===== src/rtl/csub32_seq.sv =====
// csub32_seq: multi-cycle subtractor, d = a - b - bi.
// The operation is carried out as a + ~b + ~bi. One SLICE-bit lookahead
// slice is processed per clock, least significant slice first, and the
// inter-slice carry is held in a register. Operands are latched when an
// operation is accepted. d/bo/zero/ovf hold their values until the next
// operation completes.
module csub32_seq #(
    parameter int WIDTH = 32,
    parameter int SLICE = 4
) (
    input  logic             clk,
    input  logic             reset,
    input  logic             start,
    input  logic [WIDTH-1:0] a,
    input  logic [WIDTH-1:0] b,
    input  logic             bi,
    output logic             busy,
    output logic             done,
    output logic [WIDTH-1:0] d,
    output logic             bo,
    output logic             zero,
    output logic             ovf
);

    localparam int NSLICE = WIDTH / SLICE;
    localparam int CW     = (NSLICE > 1) ? $clog2(NSLICE) : 1;
    localparam int MSB    = WIDTH - 1;
    localparam logic [CW-1:0] LAST_CNT = CW'(NSLICE - 1);

    typedef enum logic [1:0] {
        S_IDLE = 2'd0,
        S_RUN  = 2'd1,
        S_DONE = 2'd2
    } state_t;

    state_t state_reg, state_next;

    // FSM-derived control strobes
    logic load_op;     // accept a new operation this edge
    logic step_en;     // process one slice this edge
    logic finish_en;   // last slice: publish the result this edge

    // Latched operands; nb_reg holds the already-inverted subtrahend
    logic [WIDTH-1:0] a_reg;
    logic [WIDTH-1:0] nb_reg;
    logic             carry_reg;
    logic [CW-1:0]    cnt_reg;

    // Partial result, one entry per slice
    logic [SLICE-1:0] part_reg [NSLICE];

    // Published result and flags
    logic [WIDTH-1:0] d_reg;
    logic             bo_reg;
    logic             zero_reg;
    logic             ovf_reg;

    // Slice views of the latched operands
    logic [SLICE-1:0] a_sl  [NSLICE];
    logic [SLICE-1:0] nb_sl [NSLICE];

    // Current slice operands and lookahead results
    logic [SLICE-1:0] op_a;
    logic [SLICE-1:0] op_b;
    logic [SLICE-1:0] gen_s;
    logic [SLICE-1:0] prop_s;
    logic [SLICE:0]   cy;
    logic [SLICE-1:0] sum_sl;
    logic             cout;

    // Full result as it will look after the current slice is stored
    logic [WIDTH-1:0] d_full;
    logic             zero_next;
    logic             ovf_next;

    genvar gi;

    generate
        for (gi = 0; gi < NSLICE; gi++) begin : g_slice_view
            assign a_sl[gi]  = a_reg[gi*SLICE +: SLICE];
            assign nb_sl[gi] = nb_reg[gi*SLICE +: SLICE];
        end
    endgenerate

    assign op_a   = a_sl[cnt_reg];
    assign op_b   = nb_sl[cnt_reg];
    assign gen_s  = op_a & op_b;
    assign prop_s = op_a ^ op_b;

    // Slice lookahead: every carry is a flat sum of generate terms
    // qualified by the propagate chain, plus the incoming carry term
    always_comb begin
        logic term;
        logic c_acc;
        cy    = '0;
        term  = 1'b0;
        c_acc = 1'b0;
        cy[0] = carry_reg;
        for (int i = 0; i < SLICE; i++) begin
            term = carry_reg;
            for (int k = 0; k <= i; k++) begin
                term = term & prop_s[k];
            end
            c_acc = term;
            for (int j = 0; j <= i; j++) begin
                term = gen_s[j];
                for (int k = j + 1; k <= i; k++) begin
                    term = term & prop_s[k];
                end
                c_acc = c_acc | term;
            end
            cy[i+1] = c_acc;
        end
    end

    assign sum_sl = prop_s ^ cy[SLICE-1:0];
    assign cout   = cy[SLICE];

    // Splice the slice being computed into the stored partial result
    generate
        for (gi = 0; gi < NSLICE; gi++) begin : g_full
            assign d_full[gi*SLICE +: SLICE] =
                (cnt_reg == CW'(gi)) ? sum_sl : part_reg[gi];
        end
    endgenerate

    assign zero_next = (d_full == '0);
    // a and b differ in sign exactly when a's MSB equals the inverted b MSB
    assign ovf_next  = (a_reg[MSB] == nb_reg[MSB]) && (d_full[MSB] != a_reg[MSB]);

    // State register
    always_ff @(posedge clk or posedge reset) begin
        if (reset) begin
            state_reg <= S_IDLE;
        end else begin
            state_reg <= state_next;
        end
    end

    // Next-state and control strobes; DONE accepts start just like IDLE
    always_comb begin
        state_next = state_reg;
        load_op    = 1'b0;
        step_en    = 1'b0;
        finish_en  = 1'b0;
        case (state_reg)
            S_IDLE: begin
                if (start) begin
                    load_op    = 1'b1;
                    state_next = S_RUN;
                end
            end
            S_RUN: begin
                step_en = 1'b1;
                if (cnt_reg == LAST_CNT) begin
                    finish_en  = 1'b1;
                    state_next = S_DONE;
                end
            end
            S_DONE: begin
                if (start) begin
                    load_op    = 1'b1;
                    state_next = S_RUN;
                end else begin
                    state_next = S_IDLE;
                end
            end
            default: begin
                state_next = S_IDLE;
            end
        endcase
    end

    // Operand capture on accept; later input changes are ignored
    always_ff @(posedge clk or posedge reset) begin
        if (reset) begin
            a_reg  <= '0;
            nb_reg <= '0;
        end else if (load_op) begin
            a_reg  <= a;
            nb_reg <= ~b;
        end
    end

    // Slice counter and inter-slice carry
    always_ff @(posedge clk or posedge reset) begin
        if (reset) begin
            cnt_reg   <= '0;
            carry_reg <= 1'b0;
        end else if (load_op) begin
            cnt_reg   <= '0;
            carry_reg <= ~bi;
        end else if (step_en) begin
            cnt_reg   <= finish_en ? '0 : cnt_reg + 1'b1;
            carry_reg <= cout;
        end
    end

    // Partial result storage, one register per slice
    generate
        for (gi = 0; gi < NSLICE; gi++) begin : g_part
            // Capture this slice's sum when the counter points at it
            always_ff @(posedge clk or posedge reset) begin
                if (reset) begin
                    part_reg[gi] <= '0;
                end else if (step_en && (cnt_reg == CW'(gi))) begin
                    part_reg[gi] <= sum_sl;
                end
            end
        end
    endgenerate

    // Result and flags update only on the completion edge
    always_ff @(posedge clk or posedge reset) begin
        if (reset) begin
            d_reg    <= '0;
            bo_reg   <= 1'b0;
            zero_reg <= 1'b0;
            ovf_reg  <= 1'b0;
        end else if (finish_en) begin
            d_reg    <= d_full;
            bo_reg   <= ~cout;
            zero_reg <= zero_next;
            ovf_reg  <= ovf_next;
        end
    end

    assign busy = (state_reg == S_RUN);
    assign done = (state_reg == S_DONE);
    assign d    = d_reg;
    assign bo   = bo_reg;
    assign zero = zero_reg;
    assign ovf  = ovf_reg;

endmodule


===== config.mk =====
export PLATFORM = sky130hd
export DESIGN_NAME = csub32_seq
export DESIGN_NICKNAME = d
export VERILOG_FILES = /design/src/rtl/csub32_seq.sv
export SDC_FILE = /design/constraint.sdc
export NUM_CORES = 1
export LEC_CHECK = 0
export BUFFER_PORTS_ARGS = -buffer_cell sky130_fd_sc_hd__buf_2
export CAP_MARGIN = 20
export CORE_UTILIZATION = 40
export CTS_CLUSTER_DIAMETER = 200
export DETAILED_ROUTE_END_ITERATION = 8
export GPL_ROUTABILITY_DRIVEN = 0
export REMOVE_ABC_BUFFERS = 1
export SETUP_SLACK_MARGIN = 0.15
export SLEW_MARGIN = 20
export SYNTH_ARGS = -nofsm -noshare
export SYNTH_HDL_FRONTEND = slang
export SYNTH_SLANG_ARGS = --single-unit
export TNS_END_PERCENT = 1

===== constraint.sdc =====
create_clock -name clk -period 8.7 [get_ports clk]
set_clock_uncertainty 0.2 [all_clocks]
set_input_delay 0.87 -clock clk [delete_from_list [all_inputs] [get_ports clk]]
set_output_delay 0.87 -clock clk [all_outputs]
set_load 0.05 [all_outputs]

* Word-level counts from Yosys, hierarchy flattened
Cells that the tools add are included.
** Operators by class
- Div/mod/pow operators :: 0
- $lt $le $gt $ge :: 1
- Reductions and logical operators :: 15
- Shifts and indexed selects :: 0
- Equality and inequality tests :: 13
- Bitwise gates (word level) :: 27
- Add/subtract/negate cells :: 1
- Multiplexer cells :: 28
- Multiply operators :: 0
** Operators with widths (count)
- $mux 4 :: 12
- $logic_not 32->1 :: 1
- $not 32->32 :: 1
- $bmux 4 s3 :: 2
- $eq 3x3->1 const B :: 4
- $and 1x1->1 :: 10
- $or 1x1->1 :: 10
- $logic_and 1x1->1 :: 9
- $mux 3 :: 3
- $mux 1 :: 8
- $xor 4x4->4 :: 2
- $eq 3x2->1 const B :: 2
- $pmux 2 s3 :: 1
- $and 4x4->4 :: 1
- $ge 4x4->1 const B :: 1
- $mux 2 :: 2
- $not 3->4 :: 1
- $add 3x1->3 const B :: 1
- $eq 3x1->1 const B :: 1
- $logic_not 3->1 :: 1
- $eq 2x1->1 const B :: 1
- $eq 2x2->1 const B :: 1
- $logic_not 2->1 :: 1
- $ne 2x1->1 const B :: 1
- other kinds (7) :: 8
** Word-level totals
- Output and inout port bits :: 37
- Memory bits (read-only) :: 0
- Memory bits (writable) :: 0
- Bits of input ports :: 68
- Memories :: 0
- Register bits :: 137
- Word-level logic and storage cells :: 102
- Latch bits :: 0

* Longest topological paths before layout
Gate-level depths: netlist of run 1.
- Word-level depth :: 15
- Mapped depth :: 14
- Mapped depth without buffers :: 11

* Worst setup path after synthesis of run 1
OpenSTA, ideal clock, no wires.
- Path kind :: flip-flop to flip-flop
- Start :: reg cnt_reg[0]
- End :: reg zero_reg (netlist: zero)
- Clock period less this slack :: 3.867 ns
- Stages on the path, launching flop included :: 14
- Path slack :: 4.833 ns
- Buffers on the path :: 2
- Arrival :: 3.602 ns
- Data required time :: 8.435 ns
- Setup time :: 0.065 ns
- Cell sequence :: dfrtp_1 -> buf_2 -> clkbuf_1 -> mux4_2 -> nand2_1 -> nand2_1 -> ha_1 -> ha_1 -> o21ai_0 -> o2bb2ai_2 -> o221ai_1 -> or4_1 -> nor4_1 -> a21o_1
** On the way
- Longest elaborated chain between the ends :: 14
- Elaborated cells between the ends (all ways) :: 41
- Classes of those cells :: eq/ne: 7; mux: 16; bitwise: 16; reduce/logical: 2
** RTL lines
- start, declared :: RTL line 47 : logic [CW-1:0] cnt_reg;
- start signal, assigned :: RTL line 194 : cnt_reg <= finish_en ? '0 : cnt_reg + 1'b1;
- $not 3->4 (not written as such) :: RTL line 85, 86
- $bmux 4 s3 (on tied branches) :: RTL line 85, 86
- $mux 4 (on tied branches) (2 in a row) :: RTL line 85, 86
- $xor 4x4->4 :: RTL line 88 : assign prop_s = op_a ^ op_b;
- $and 1x1->1 (3 in a row) :: RTL line 102 : term = term & prop_s[k];
- $or 1x1->1 (3 in a row) :: RTL line 110 : c_acc = c_acc | term;
- $xor 4x4->4 :: RTL line 116 : assign sum_sl = prop_s ^ cy[SLICE-1:0];
- $mux 4 :: RTL line 123 : (cnt_reg == CW'(gi)) ? sum_sl : part_reg[gi];
- $logic_not 32->1 :: RTL line 127 : assign zero_next = (d_full == '0);
- end signal, assigned :: RTL line 223 : zero_reg <= zero_next;
- end, declared :: RTL line 55 : logic zero_reg;
Parallel ways exist; a longest one is shown, timed or not. The select of a mux whose other input is x is not followed.
A chain may end at the register's enable or synchronous reset.

* Final worst setup path of run 1
- Start :: reg cnt_reg[2]
- End :: reg zero_reg (netlist: zero)
Same word-level chain as after synthesis.

==> results of run 1 <==
==> final timing paths <==
path / cells after the start / endpoint
max: 11 / zero$_DFFE_PP0P_
min in group asynchronous: 2 / nb_reg[16]$_DFFE_PP0P_
max reg2reg: 11 / zero$_DFFE_PP0P_
min: 2 / d[17]$_DFFE_PP0P_
max in group asynchronous: 4 / nb_reg[14]$_DFFE_PP0P_
min reg2reg: 2 / d[17]$_DFFE_PP0P_
==> final cells by class <==
type,instances,area share
flip-flops and latches,136,0.447
clock buffers,25,0.0651
multi-input cells,482,0.357
well taps,211,0.0347
repair buffers,111,0.0779
inverters,7,0.00378
clock inverters,7,0.0151
==> kinds of logic (layout without fill, tap and decap cells) <==
logic type,after synthesis,in the layout
xor+xnor,3,3
fa+ha+maj,12,12
flops,136,136
buf+inv,49,150
compound gates,136,136
mux,31,31
simple gates,300,300
==> power breakdown <==
part	switching, mW	total [mW]	internal (mW)
logic	1.17	1.76	0.590
registers	0.202	1.12	0.919
clock network	0.258	0.739	0.480
total	1.63	3.62	1.99
==> stage by stage <==
stage          instances  total power [mW]  instance area [sq um]  hold WS (ns)
2_1_floorplan        625              2.36                   6140         0.240
3_3_place_gp         946              2.85                   6980         0.254
3_5_place_dp         946              2.89                   6980         0.262
4_1_cts              978              3.65                   7590         0.276
5_1_grt              979              3.89                   7620         0.289
6_report             979              3.62                   7620         0.271
==> Yosys cell counts, drive strengths merged (8+ instances only) <==
cell type / number
buf: 15
ha: 11
mux4: 16
dfrtp: 136
a21oi: 28
o21ai: 88
nor2: 31
nand3: 8
clkbuf: 27
nand2: 222
mux2: 8
nor2b: 10
==> worst register-to-register path: stages, from the launching register on <==
cell	delay (ns)
dfrtp_1	0.93
inv_1	0.48
nand2_1	0.16
nand2_1	0.12
ha_1	0.29
ha_1	0.20
nor3_1	0.28
o21bai_1	0.23
xnor2_2	0.78
a31oi_1	0.18
nor4_1	0.33
a21o_1	0.12
==> routing by layer <==
metal | track usage | share of wire
met3 | 0.0505 | 0.046
met1 | 0.259 | 0.48
met5 | 0 | 0
met4 | 0.0581 | 0.013
met2 | 0.298 | 0.46
==> flow_metrics.tcl, run 1 <==
set metrics [dict create \
    outcome "finished, final reports clean" \
    synth-compound-area-share 0.118 \
    cp-start-kind "flip-flop" \
    slowest_delay_ns 0.93 \
    synth_area_sq_um 6330 \
    cap_viol_max_count 0 \
    die_h_microns 128 \
    drv_slew 0 \
    crit_path_max_fanout 26 \
    tightest_slew_ns 0.950 \
    finalSetupTns_ns 0 \
    route.detailed.drc 0 \
    min_path_type "flip-flop to flip-flop" \
    clk_pin_slew_worst_paths_ns 0.05 \
    critical_path_class "flip-flop to flip-flop" \
    grt_pass1_vias 4860 \
    drt_iter0_markers 334 \
    setup.worst_path.start "cnt_reg[2]$_DFFE_PP0P_" \
    yosysTopAreaCellShare 0.537 \
    synth.distinct_cells 51 \
    async_reset_ff_frac 1.00 \
    worst_setup_path_end_kind "flip-flop" \
    finalSetupViolCount 0 \
    timing.rr.start "cnt_reg[2]$_DFFE_PP0P_" \
    path_cells "inv_1 -> nand2_1 -> nand2_1 -> ha_1 -> ha_1 -> nor3_1 -> o21bai_1 -> xnor2_2 -> a31oi_1 -> nor4_1 -> a21o_1" \
    wirelength_microns 14300 \
    vias 4862 \
    p_leak_nw 3.74 \
    dr.pass1.iters 5 \
    synthTopCellsByArea "dfrtp_1 (54%), nand2_1 (13%), o21ai_0 (6.0%)" \
    cts_buffers 17 \
    synth_mux_area_frac 0.0822 \
    syn_area_per_cell_sq_um 9.50 \
    clk_latency_ns 0.42 \
    crit_slowest_cell "dfrtp_1" \
    synthFlopType "dfrtp_1" \
    cts_setup_buffers 0 \
    ys_ff_latch 136 \
    grt_max_degree 100 \
    cts.sinks 136 \
    maxSlewHeadroom 0.364 \
    cts-htree-levels 4 \
    post-route-min-period_ns 4.34 \
    dpl.hpwl_microns 9730 \
    ir_drop_uv 254 \
    portBuffers 104 \
    synth_edf_count 0 \
    yosysWarnings 0 \
    ctsHoldBuffers 0 \
    ant_nets 0 \
    gr-total-overflow 0 \
    syn2layout_area_growth_pct 20.2 \
    seq_area_sq_um 3400 \
    grt_usage 0.190 \
    clock-root-buffer "clkbuf_16" \
    synth-xor-area-share 0.00533 \
    synthCells 667 \
    cts_tree "done" \
    fin_nets 835 \
    crit_family "flip-flops" \
    yosysSeqAreaShare 0.537 \
    crit_buf_inv 1 \
    setup_ws_ns 4.36 \
    hold_violations 0 \
    yosysTopAreaCell "dfrtp_1" \
    synth_adder_area_share 0.0249 \
    utilization 0.497 \
    yosys.area_share.simple 0.198 \
    num_rows 45 \
    fp.dieW_microns 128 \
    multiInputGateArea_sq_um 2720 \
    fin_crit_sh 0.499 \
    fill_cells 1490 \
    fmax_mhz 231 \
    power.density_nw_per_um2 475 \
    rsz0062_at_grt "false" \
    core_area_sq_um 15300 \
    final_cell_mix "nand2_1 (220), dfrtp_1 (136), buf_2 (104)" \
    drive_above_1_share 0.228 \
    cts_resized 0 \
    synth_top_family_by_area "simple AND/OR/NAND/NOR gates" \
    cts_max_path_buffers 2 \
    min-delay-start "d[17]$_DFFE_PP0P_" \
    grt_pass1_wl_microns 24100 \
    initial_core_util 0.414 \
    ioPinCount 105 \
    drt-wirelength-per-cell_microns 14.6 \
    cp_data_arrival_time_ns 4.50 \
    place_ws_ns 4.42 \
    dieArea_sq_um 16300 \
    final_common_cell "nand2_1" \
    antenna_cells 0 \
    required_ns 8.86 \
    antenna_found_initial 0 \
    reg2reg_slack_ns 4.36 \
    vias_per_cell 4.97 \
]
Power figures use the tool's default switching activity.
==> run 2, diff against run 1 <==
Clock period 8.7 ns to 3.7 ns, I/O delays scaled along.
==> run 2 against run 1 <==
  * Wire length grew 12%
  * First-iteration DRC count decreased by 16%
  * Utilization rose by 5.1 points
  * Register-to-register slack got worse by 4.1 ns
  * Sequential power rose by 130%
  * Sequential share of layout area is 4.2 points lower
  * Power rose by 140%
  * Highest routed layer unchanged
==> flow_metrics.tcl, run 2 (synthesized netlist as in run 1, its figures left out) <==
set metrics [dict create \
    wirelength_microns 16000 \
    maxSlewHeadroom 0.384 \
    critical_path_class "flip-flop to flip-flop" \
    place_ws_ns 0.195 \
    clock-root-buffer "clkbuf_16" \
    worst_setup_path_end_kind "flip-flop" \
    drv_slew 0 \
    dieArea_sq_um 16300 \
    seq_power_share 0.297 \
    route.detailed.drc 0 \
    p_leak_nw 4.09 \
    vias_per_cell 4.95 \
    hold-path-cell-count 2 \
    initial_core_util 0.414 \
    hold_path_end "d[20]$_DFFE_PP0P_" \
    syn2layout_area_growth_pct 32.6 \
    cts.sinks 136 \
    cts-htree-levels 4 \
    gr-total-overflow 0 \
    finalSetupTns_ns 0 \
    reg2reg_slack_ns 0.29 \
    pwr-share-clk 0.180 \
    grt_pass1_wl_microns 26600 \
    outcome "finished, final reports clean" \
    r2r_cells 12 \
    num_rows 45 \
    drt_iter0_markers 279 \
    total_power_mw 8.82 \
    grt_pass1_vias 5301 \
    rsz0062_at_grt "true" \
    intPower_mw 4.89 \
    crit_path_max_fanout 12 \
    clk_pin_slew_worst_paths_ns 0.06 \
    fmax_mhz 293 \
    clk_latency_ns 0.43 \
    post-route-min-period_ns 3.41 \
    cts_buffers 17 \
    ir_drop_uv 952 \
    final_common_cell "nand2_1" \
    final_cell_mix "nand2_1 (220), dfrtp_1 (136), buf_2 (104)" \
    ioPinCount 105 \
    core_area_sq_um 15300 \
    finalSetupViolCount 0 \
    cts_tree "done" \
    die_h_microns 128 \
    switching_share 0.446 \
    min_path_type "flip-flop to flip-flop" \
    cap_viol_max_count 0 \
    comb_power_share 0.522 \
    utilization 0.548 \
    ant_nets 0 \
    grt_max_degree 87 \
    hold_violations 0 \
    dpl.hpwl_microns 10700 \
    cp-start-kind "flip-flop" \
    required_ns 3.85 \
    antenna_found_initial 0 \
    timing.rr.start "cnt_reg[0]$_DFFE_PP0P_" \
    p_switching_mw 3.93 \
    drt-wirelength-per-cell_microns 15.0 \
    setup.worst_path.start "cnt_reg[0]$_DFFE_PP0P_" \
    fin_crit_sh 0.921 \
    portBuffers 104 \
    vias 5251 \
    grt_usage 0.211 \
    tightest_slew_ns 0.924 \
    cts_max_path_buffers 2 \
    drive_above_1_share 0.233 \
    fill_cells 1406 \
    setup_ws_ns 0.291 \
    min-delay-start "d[20]$_DFFE_PP0P_" \
    antenna_cells 0 \
    cp_data_arrival_time_ns 3.56 \
    reg2reg_to "ovf$_DFFE_PP0P_" \
    fin_nets 919 \
    dr.pass1.iters 4 \
    power.density_nw_per_um2 1050 \
    fp.dieW_microns 128 \
]
[run 2: cell count changes in the layout (fill, tap and decap cells not counted), moves of 2 or more]
cell           previous run  this run
dlygate4sd3_1             0        66
clkinv_2                  2         6
buf_12                    0         4
clkbuf_1                  4         0
bufinv_16                 3         1
buf_4                     6        21
[run 2: through the flow]
step / area, sq um / instances / hold WS, ns
after global placement: 7100 / 959 / 0.255
after CTS: 8320 / 1055 / 0.278
after floorplan: 6140 / 625 / 0.240
after global routing: 8400 / 1061 / 0.301
final: 8400 / 1061 / 0.268
after detailed placement: 7100 / 959 / 0.265
[run 2: critical path, cell delays in order (launching register included)]
cell,delay (ns)
dfrtp_1,0.40
buf_12,0.16
mux4_2,0.49
nand2_1,0.07
nand2_1,0.10
ha_1,0.31
ha_1,0.20
nor3_1,0.28
o21bai_1,0.23
xnor2_2,0.21
buf_4,0.20
or3_1,0.30
a31oi_1,0.16
[run 2: how the worst max path moves through the flow]
stage,endpoint,slack [ns],cells after the start
after floorplan,a_reg[0]$_DFFE_PP0P_,-0.51,1
after CTS,zero$_DFFE_PP0P_,0.18,11
after global placement,zero$_DFFE_PP0P_,0.33,11
final,ovf$_DFFE_PP0P_,0.29,12
after global routing,zero$_DFFE_PP0P_,0.12,11
after detailed placement,zero$_DFFE_PP0P_,0.19,11
[run 2: final cells by class]
class	count	area (sq um)	area share
well taps	211	264	0.0314
multi-input cells	482	2730	0.325
flip-flops and latches	136	3400	0.405
clock inverters	9	75.1	0.00894
clock buffers	21	480	0.0572
repair buffers	195	1420	0.169
inverters	7	28.8	0.00343
[run 2: what timing repair did]
item	4_1_cts	5_1_grt
setup buffers	0	6
setup endpoints to repair	0	8
hold buffers	66	0
gates resized for setup	0	3
hold endpoints to repair	115	0
[run 2: per-layer routing]
layer / wire length, microns / vias to the layer above / global-route usage
li1: - / 2594 / -
met5: 0 / - / 0
met4: 337 / 0 / 0.0844
met2: 7750 / 145 / 0.347
met3: 768 / 30 / 0.0513
met1: 7110 / 2482 / 0.269
[run 2: power groups by stage]
stage / clock (mW) / sequential (mW) / combinational, mW
final: 1.59 / 2.62 / 4.60
after detailed placement: 0 / 2.65 / 4.44
after global placement: 0 / 2.62 / 4.34
after floorplan: 0 / 3.12 / 2.44
after CTS: 1.62 / 2.63 / 4.51
after global routing: 1.69 / 2.71 / 5.06
==> run 3, diff against run 2 <==
Settings changed: ABC_AREA set to 1, SKIP_LAST_GASP set to 1, SLEW_MARGIN 20 to not set.
==> run 3 against run 2 <==
  * Sequential power fell by 3%
  * Critical endpoint is now zero$_DFFE_PP0P_
  * Register-to-register slack better by 0.08 ns
  * Sequential cell count unchanged
  * Final cell count is 10% higher
==> flow_metrics.tcl, run 3 <==
set metrics [dict create \
    outcome "finished, final reports clean" \
    synth_area_sq_um 6370 \
    drv_slew 0 \
    cts_max_path_buffers 2 \
    final_cell_mix "nand2_1 (266), dfrtp_1 (135), o21ai_0 (127)" \
    synth_most_common_cell "nand2_1" \
    cap_viol_max_count 0 \
    post-route-min-period_ns 3.33 \
    synth.distinct_cells 33 \
    gr-total-overflow 0 \
    antenna_found_initial 1 \
    intPower_mw 4.50 \
    syn_area_per_cell_sq_um 8.14 \
    fmax_mhz 300 \
    dieArea_sq_um 16400 \
    total_power_mw 8.74 \
    wirelength_microns 16900 \
    yosysSeqAreaShare 0.534 \
    synth_edf_count 0 \
    ant_nets 0 \
    dpl.hpwl_microns 11400 \
    maxSlewHeadroom 0.473 \
    comb_power_share 0.530 \
    die_h_microns 128 \
    worst_setup_path_end_kind "flip-flop" \
    reg2reg_slack_ns 0.37 \
    drt-wirelength-per-cell_microns 14.4 \
    clk_latency_ns 0.43 \
    async_reset_ff_frac 1.00 \
    finalSetupViolCount 0 \
    cts_tree "done" \
    final_common_cell "nand2_1" \
    clock-root-buffer "clkbuf_16" \
    grt_pass1_wl_microns 28100 \
    pwr-share-clk 0.178 \
    grt_pass1_vias 5514 \
    grt_usage 0.225 \
    p_leak_nw 4.23 \
    dpl_cell_area_sq_um 7140 \
    synthTopCellsByArea "dfrtp_1 (53%), nand2_1 (16%), o21ai_0 (10%)" \
    num_rows 45 \
    drt_iter0_markers 383 \
    switching_share 0.485 \
    cts.sinks 136 \
    dr.pass1.iters 7 \
    initial_core_util 0.414 \
    clk_pin_slew_worst_paths_ns 0.06 \
    fin_area_sq_um 8350 \
    ioPinCount 105 \
    ir_drop_uv 512 \
    rsz0062_at_grt "false" \
    grt_max_degree 88 \
    yosysWarnings 0 \
    seq_power_share 0.291 \
    fp.dieW_microns 128 \
    fin_crit_sh 0.900 \
    p_switching_mw 4.24 \
    utilization 0.543 \
    hold_violations 0 \
    power.density_nw_per_um2 1050 \
    synthCells 783 \
    required_ns 3.86 \
    netlist_top_cells_count "nand2_1 (266), dfrtp_1 (136), o21ai_0 (127)" \
    crit_path_max_fanout 29 \
    cp-start-kind "flip-flop" \
    yosysTopAreaCell "dfrtp_1" \
    min_path_type "flip-flop to flip-flop" \
    vias 5637 \
    critical_path_class "flip-flop to flip-flop" \
    whs_ns 0.269 \
    cts-htree-levels 4 \
    tightest_slew_ns 0.791 \
    yosysTopAreaCellShare 0.534 \
    fin_nets 1030 \
    portBuffers 104 \
    cp_data_arrival_time_ns 3.49 \
    syn2layout_area_growth_pct 31.0 \
    core_area_sq_um 15400 \
    cts_buffers 17 \
    synthFlopType "dfrtp_1" \
    route.detailed.drc 0 \
    ys_ff_latch 136 \
    vias_per_cell 4.81 \
    drive_above_1_share 0.185 \
]
run 3: cell types whose count changed after synthesis, moves of 10 or more:
cell     change
nor2_1      +31
nand2_1     +46
a21oi_1     -18
inv_1       +44
mux4_2      -16
nand3_1     +11
nor2b_1     -10
o21ai_0     +51
run 3: cell type report:
type | instances | area [sq um]
fillers | 1483 | 7020
flip-flops and latches | 136 | 3400
multi-input cells | 555 | 2610
repair buffers | 184 | 1320
clock buffers | 25 | 485
well taps | 211 | 264
inverters | 56 | 221
clock inverters | 4 | 45.0
diodes | 1 | 2.50
run 3: critical path: stages (launching register included):
cell	delay, ns
dfrtp_1	0.42
buf_8	0.22
o21ai_0	0.11
o22ai_1	0.18
nor2_1	0.06
a31oi_1	0.26
fa_1	0.65
inv_1	0.23
nand2_1	0.07
nand2_1	0.07
nand2_1	0.07
nor2_1	0.10
nand2_1	0.06
nor2_1	0.08
nand2_1	0.05
nor2_1	0.13
nand2_1	0.08
nor2_1	0.09
nand3_1	0.07
nand2_1	0.06
run 3: per-layer routing:
layer / track usage / part of all wire / vias up / wire (microns)
met5: 0 / 0 / - / 0
met4: 0.0727 / 0.017 / 0 / 284
met3: 0.0526 / 0.041 / 22 / 691
met2: 0.378 / 0.49 / 160 / 8280
met1: 0.285 / 0.45 / 2600 / 7630
li1: - / - / 2855 / -
run 3: worst paths after layout:
kind | cells past startpoint | start | endpoint
hold reg to reg | 2 | a_reg[27]$_DFFE_PP0P_ | a_reg[27]$_DFFE_PP0P_
hold / removal | 2 | a_reg[27]$_DFFE_PP0P_ | a_reg[27]$_DFFE_PP0P_
min in group asynchronous | 3 | reset | part_reg[8]$_DFFE_PP0P_
max in group asynchronous | 4 | reset | nb_reg[16]$_DFFE_PP0P_
setup / recovery | 19 | cnt_reg[0]$_DFFE_PP0P_ | zero$_DFFE_PP0P_
setup reg to reg | 19 | cnt_reg[0]$_DFFE_PP0P_ | zero$_DFFE_PP0P_
run 3: kinds of logic after synthesis:
logic type	Yosys count	synth area share
and+or+nand+nor	375	0.243
DFF	136	0.534
AOI/OAI and AO/OA	168	0.140
buffers and inverters	92	0.0579
adders and majority gates	12	0.0247
run 3: through the flow:
stage | TNS (ns) | setup slack [ns] | instances
global route | 0 | 0.164 | 1172
finish | 0 | 0.369 | 1172
floorplan | -69.35 | -0.509 | 747
detailed placement | 0 | 0.416 | 1076
CTS | 0 | 0.397 | 1171
global placement | 0 | 0.465 | 1076
run 3: what timing repair did:
action	CTS	global route
hold endpoints to repair	122	0
gates resized for setup	0	5
hold buffers	66	0
endpoints found under the setup margin	0	1
buffers inserted	0	0
run 3: power groups by stage:
stage / clock [mW] / combinational, mW / sequential (mW)
2_1_floorplan: 0 / 2.74 / 3.06
3_3_place_gp: 0 / 4.51 / 2.55
3_5_place_dp: 0 / 4.55 / 2.56
4_1_cts: 1.59 / 4.62 / 2.54
5_1_grt: 1.65 / 5.22 / 2.63
6_report: 1.56 / 4.63 / 2.54
